--- config.mk ---
export PLATFORM = sky130hd
export DESIGN_NAME = const_div_seq
export DESIGN_NICKNAME = d
export VERILOG_FILES = /design/src/rtl/const_div_seq.sv
export SDC_FILE = /design/constraint.sdc
export NUM_CORES = 1
export LEC_CHECK = 0
export CORE_MARGIN = 8
export CORE_UTILIZATION = 58
export CTS_BUF_LIST = sky130_fd_sc_hd__clkbuf_4 sky130_fd_sc_hd__clkbuf_8
export CTS_CLUSTER_DIAMETER = 80
export DETAILED_ROUTE_END_ITERATION = 6
export GPL_ROUTABILITY_DRIVEN = 0
export PLACE_DENSITY = 0.93
export REMOVE_ABC_BUFFERS = 1
export SLEW_MARGIN = 20
export SYNTH_ARGS = -nofsm -noshare
export SYNTH_HDL_FRONTEND = slang
export SYNTH_SLANG_ARGS = --single-unit
--- constraint.sdc ---
create_clock -name clk -period 7.4 [get_ports clk]
set_clock_uncertainty 0.15 [all_clocks]
set_input_delay 1.11 -clock clk [delete_from_list [all_inputs] [get_ports clk]]
set_output_delay 1.11 -clock clk [all_outputs]
set_load 0.01 [all_outputs]
--- src/rtl/const_div_seq.sv ---
// ============================================================================
// Module   : const_div_seq
// Purpose  : Sequential unsigned divide-by-constant using a radix-2^CHUNK
//            remainder recurrence behind valid/ready handshakes.
//            Define CONST_DIV_REM_EN to expose the remainder port out_rem.
// Revision : 1.0 - initial release
// ============================================================================
`default_nettype none

module const_div_seq #(
   parameter int WIDTH   = 60,
   parameter int DIVISOR = 113,
   parameter int CHUNK   = 4,
   localparam int RW     = $clog2(DIVISOR),
   localparam int ITER   = WIDTH / CHUNK
) (
   input  logic             clk,
   input  logic             rst,
   input  logic             in_valid,
   output logic             in_ready,
   input  logic [WIDTH-1:0] in_data,
   output logic             out_valid,
   input  logic             out_ready,
`ifdef CONST_DIV_REM_EN
   output logic [RW-1:0]    out_rem,
`endif
   output logic [WIDTH-1:0] out_quot
);

   localparam int TW = RW + CHUNK;
   localparam int CW = (ITER > 1) ? $clog2(ITER) : 1;

   typedef enum logic [1:0] {
      IDLE = 2'd0,
      RUN  = 2'd1,
      DONE = 2'd2
   } state_t;

   state_t           r_state;
   state_t           w_state_nxt;
   logic [WIDTH-1:0] r_sreg;
   logic [WIDTH-1:0] r_quot;
   logic [RW-1:0]    r_rem;
   logic [CW-1:0]    r_cnt;

   logic [TW-1:0]    w_t;
   logic [TW-1:0]    w_sub;
   logic [CHUNK-1:0] w_digit;
   logic [RW-1:0]    w_rem;

   // t < DIVISOR*2^CHUNK because rem < DIVISOR, so the digit always fits.
   assign w_t = {r_rem, r_sreg[WIDTH-1 -: CHUNK]};

   // Constant-compare tree: largest k with k*DIVISOR <= t.
   always_comb begin
      w_digit = '0;
      w_sub   = '0;
      for (int k = 1; k < (1 << CHUNK); k++) begin
         if (w_t >= TW'(k * DIVISOR)) begin
            w_digit = CHUNK'(k);
            w_sub   = TW'(k * DIVISOR);
         end
      end
      w_rem = RW'(w_t - w_sub);
   end

   always_ff @(posedge clk or posedge rst) begin
      if (rst) begin
         r_state <= IDLE;
      end else begin
         r_state <= w_state_nxt;
      end
   end

   always_comb begin
      w_state_nxt = r_state;
      case (r_state)
         IDLE:    if (in_valid) w_state_nxt = RUN;
         RUN:     if (r_cnt == CW'(ITER - 1)) w_state_nxt = DONE;
         DONE:    if (out_ready) w_state_nxt = IDLE;
         default: w_state_nxt = IDLE;
      endcase
   end

   always_ff @(posedge clk or posedge rst) begin
      if (rst) begin
         r_sreg <= '0;
         r_quot <= '0;
         r_rem  <= '0;
         r_cnt  <= '0;
      end else if (r_state == IDLE) begin
         if (in_valid) begin
            r_sreg <= in_data;
            r_quot <= '0;
            r_rem  <= '0;
            r_cnt  <= '0;
         end
      end else if (r_state == RUN) begin
         r_sreg <= r_sreg << CHUNK;
         r_quot <= (r_quot << CHUNK) | WIDTH'(w_digit);
         r_rem  <= w_rem;
         r_cnt  <= r_cnt + 1'b1;
      end
   end

   assign in_ready  = (r_state == IDLE);
   assign out_valid = (r_state == DONE);
   assign out_quot  = r_quot;
`ifdef CONST_DIV_REM_EN
   assign out_rem   = r_rem;
`endif

endmodule

`default_nettype wire
==> results.txt <==
----------------------------------------------------
[Synth]
  Post-synth EDFFs ... 0
  Main synth FF type ... dfrtp_1
  Cell taking the most area after synthesis ... dfrtp_1
  Flip-flop and latch count after synthesis ... 133
  Warnings, synthesis ... 0
  Largest cells by area after synthesis ... dfrtp_1 52%, a22o_1 8.6%, and3b_1 7.5%
  Top cell type's share of synthesized area ... 52.0%
  Portion of the post-synthesis area used by sequential elements ... 52.0%
  Async set-reset flop share out of synthesis ... 100%
  Synth unique cells ... 54
  Mapped cell area ... 0.00639 sq mm
  Gate count of the mapped netlist ... 642
  Avg Synthesized Cell Area ... 9.96 sq um

[Outcome]
  Outcome ... finished, final reports clean

[Setup path]
  Required time of the critical path ... 7.60 ns
  Worst r2r src ... r_rem[2]
  Endpoint of the worst register-to-register path ... r_rem[6]
  Critical path class ... flip-flop to flip-flop
  CP arrival ... 4.34 ns
  Type of origin of the critical path ... flip-flop
  Worst R2R Path Depth ... 13
  Worst reg-to-reg setup slack ... 3.27 ns
  Crit Path Max Fanout ... 20
  Worst Setup End Kind ... flip-flop

[Clock network]
  Clk Latency, worst-skew pair ... 0.44 ns
  Post-CTS sizing ... 0
  Depth of the CTS H-tree ... 4
  Num CTS Buffers ... 17
  Clk root buf ... clkbuf_8
  Number of setup buffers added after CTS ... 0
  Number of buffers on the longest clock path ... 2
  Total clock sinks ... 133
  CTS tree ... built
  CTS Hold Bufs ... 0
  Clk slew on worst S/H paths ... 0.08 ns

[Routing]
  Met3 wire len ... 1390 microns
  First drt pass iteration count ... 5
  Detailed router's first-iteration violation count ... 587
  WL final ... 15500 microns
  Post-detailed-route DRC marker count ... 0
  Wire length on met2 ... 7290 microns
  Wire length per cell after detailed routing ... 17.5 microns
  Max Used Layer ... met4
  Vias per cell ... 6.12
  Vias ... 5426
  Wire length on met1 ... 6560 microns
  Final ANT Viol Nets ... 0

[Die]
  Initial cell density of the core ... 59.3%
  Chip width ... 121 microns
  Die area ... 0.0146 sq mm
  I/O pin count ... 126
  Die height ... 121 microns
  Standard-cell rows ... 38
  Core outline area ... 0.0108 sq mm

[STA]
  Part of the cycle the worst path needs ... 55.9%
  Post-route worst setup slack ... 3.27 ns
  Setup repair after global routing missed its margin ... false
  Hold Fails Final Rpt ... 0
  Highest clock frequency the design can meet ... 242 MHz
  Worst hold margin ... 0.336 ns
  Endpoints failing setup ... 0
  Final count of pins violating max slew ... 0
  Rel. slew slack ... 36.7%
  Period minus WS final ... 4.13 ns
  Final sum of negative setup slack ... 0 ns
  Transition time of the tightest slew-check pin ... 0.949 ns

[Power]
  Switching power share of the total ... 38.1%
  Worst vdd ir ... 217 uV
  Share of power burned in registers ... 38.1%
  Sw Pwr ... 0.00131 W
  Fraction of power consumed by the clock network ... 19.5%
  Gate power share ... 42.4%
  P per Cell Area ... 425 mW/mm^2
  P_int ... 0.00213 W
  Standby leakage power ... 3.69 nW

[GRT]
  Number of global-route vias before repair ... 5262
  Wire length of the first global-routing pass ... 25800 microns
  Global-route congestion overflow total ... 0
  Number of antenna violations at the first check in global routing ... 0
  Largest net degree at the start of global routing ... 121
  Total GRT Usage ... 21.4%

[Cells and area]
  Leading cell types in the layout, fill and taps excluded ... 131 x dfrtp_1, 125 x clkdlybuf4s50_1, 73 x nand2_1
  Fraction of layout instances using a drive strength above 1 ... 6.43%
  Most common library cell in the layout ignoring fill and taps ... dfrtp_1
  Area overhead of the layout relative to synthesis ... 26.6%
  # diodes ... 0
  Final net count ... 807

[Place]
  Number of I/O port buffers ... 125
  Placement Setup Slack ... 3.37 ns
  Placed wire-length estimate ... 10300 microns

[Hold path]
  Sink of the worst hold path ... r_sreg[39]
  Class of the most critical hold timing path ... flip-flop to flip-flop
  Worst min-delay path startpoint ... r_sreg[39]
  Worst Hold Depth ... 2

[Job]
  Number of max-cap violations ... 0

----------------------------------------------------
==> sequential cells by signal, summed over array words and instances, names as in the netlist <==
name	flops
r_sreg	60
out_quot	60
r_rem	7
r_state	2
r_cnt	4
==> power by group through the flow <==
stage          clock network [W]  registers, W  logic, W
2_1_floorplan                  0       0.00133  0.000820
3_3_place_gp                   0       0.00129   0.00137
3_5_place_dp                   0       0.00131   0.00145
4_1_cts                 0.000682       0.00130   0.00145
5_1_grt                 0.000715       0.00135   0.00160
6_report                0.000670       0.00131   0.00146
==> logic make-up (layout without fill, tap and decap cells) <==
family                     Yosys count  count (layout)  synth area share [%]
DFF                                133             133                  52.0
and+or+nand+nor                    199             199                  18.0
muxes                                1               1                 0.176
buffers and inverters               68             173                  4.11
AOI/OAI and AO/OA                  232             232                  23.8
adders and majority gates            9               9                  1.88
==> critical path: stages, from the launching register on <==
cell and delay [ns]:
dfrtp_1 0.59, or3_4 0.49, a31o_1 0.21, a211oi_2 0.31
nor3b_1 0.09, o32a_1 0.38, ha_1 0.23, fa_1 0.39
nor2b_1 0.26, o31ai_1 0.13, a211oi_1 0.33, nand3b_1 0.16
and2_1 0.19, o221ai_1 0.15
==> final cells by class <==
class                   instances  area [sq um]
flip-flops and latches        133          3330
inverters                      10          40.0
multi-input cells             441          2810
clock buffers                  18           241
repair buffers                131          1300
fillers                       728          2700
well taps                     140           175
clock inverters                14           198
==> layer usage <==
metal,vias up,global-route usage (%)
met5,-,0
met3,40,7.17
li1,2530,-
met2,246,32.4
met4,0,6.87
met1,2610,28.4
==> worst max-delay path by stage <==
stage	startpoint	to	slack [ns]	cells after the start
2_1_floorplan	rst	out_quot[0]	2.59	1
3_3_place_gp	r_rem[2]	r_rem[6]	3.59	13
3_5_place_dp	r_rem[2]	r_rem[6]	3.37	13
4_1_cts	r_rem[2]	r_rem[6]	3.34	13
5_1_grt	r_rem[2]	r_rem[6]	3.10	13
6_report	r_rem[2]	r_rem[6]	3.27	13
==> per-stage QoR <==
stage / cell area (sq um) / power, W / std cells / utilization (%)
floorplan: 6170 / 0.00215 / 584 / -
global placement: 7660 / 0.00266 / 855 / 70.9
detailed placement: 7660 / 0.00276 / 855 / 70.9
CTS: 8100 / 0.00344 / 887 / 75.0
global route: 8100 / 0.00367 / 887 / 75.0
finish: 8100 / 0.00344 / 887 / 75.0
==> Yosys cell counts, types with 3 or more instances <==
cell type and n:
dfrtp_1 133, nand2_1 73, o21ai_0 71, a22o_1 63, a21oi_1 62, clkbuf_1 56, and3b_1 55, nor2_1 18
inv_1 10, nand3_1 10, nor3_1 9, ha_1 8, nor2b_1 6, nand2b_1 5, nor4_1 4, o21a_1 4
a211oi_1 3, nand3b_1 3, nor3b_1 3, o211ai_1 3
No activity file was read; power rests on OpenSTA's default activity.
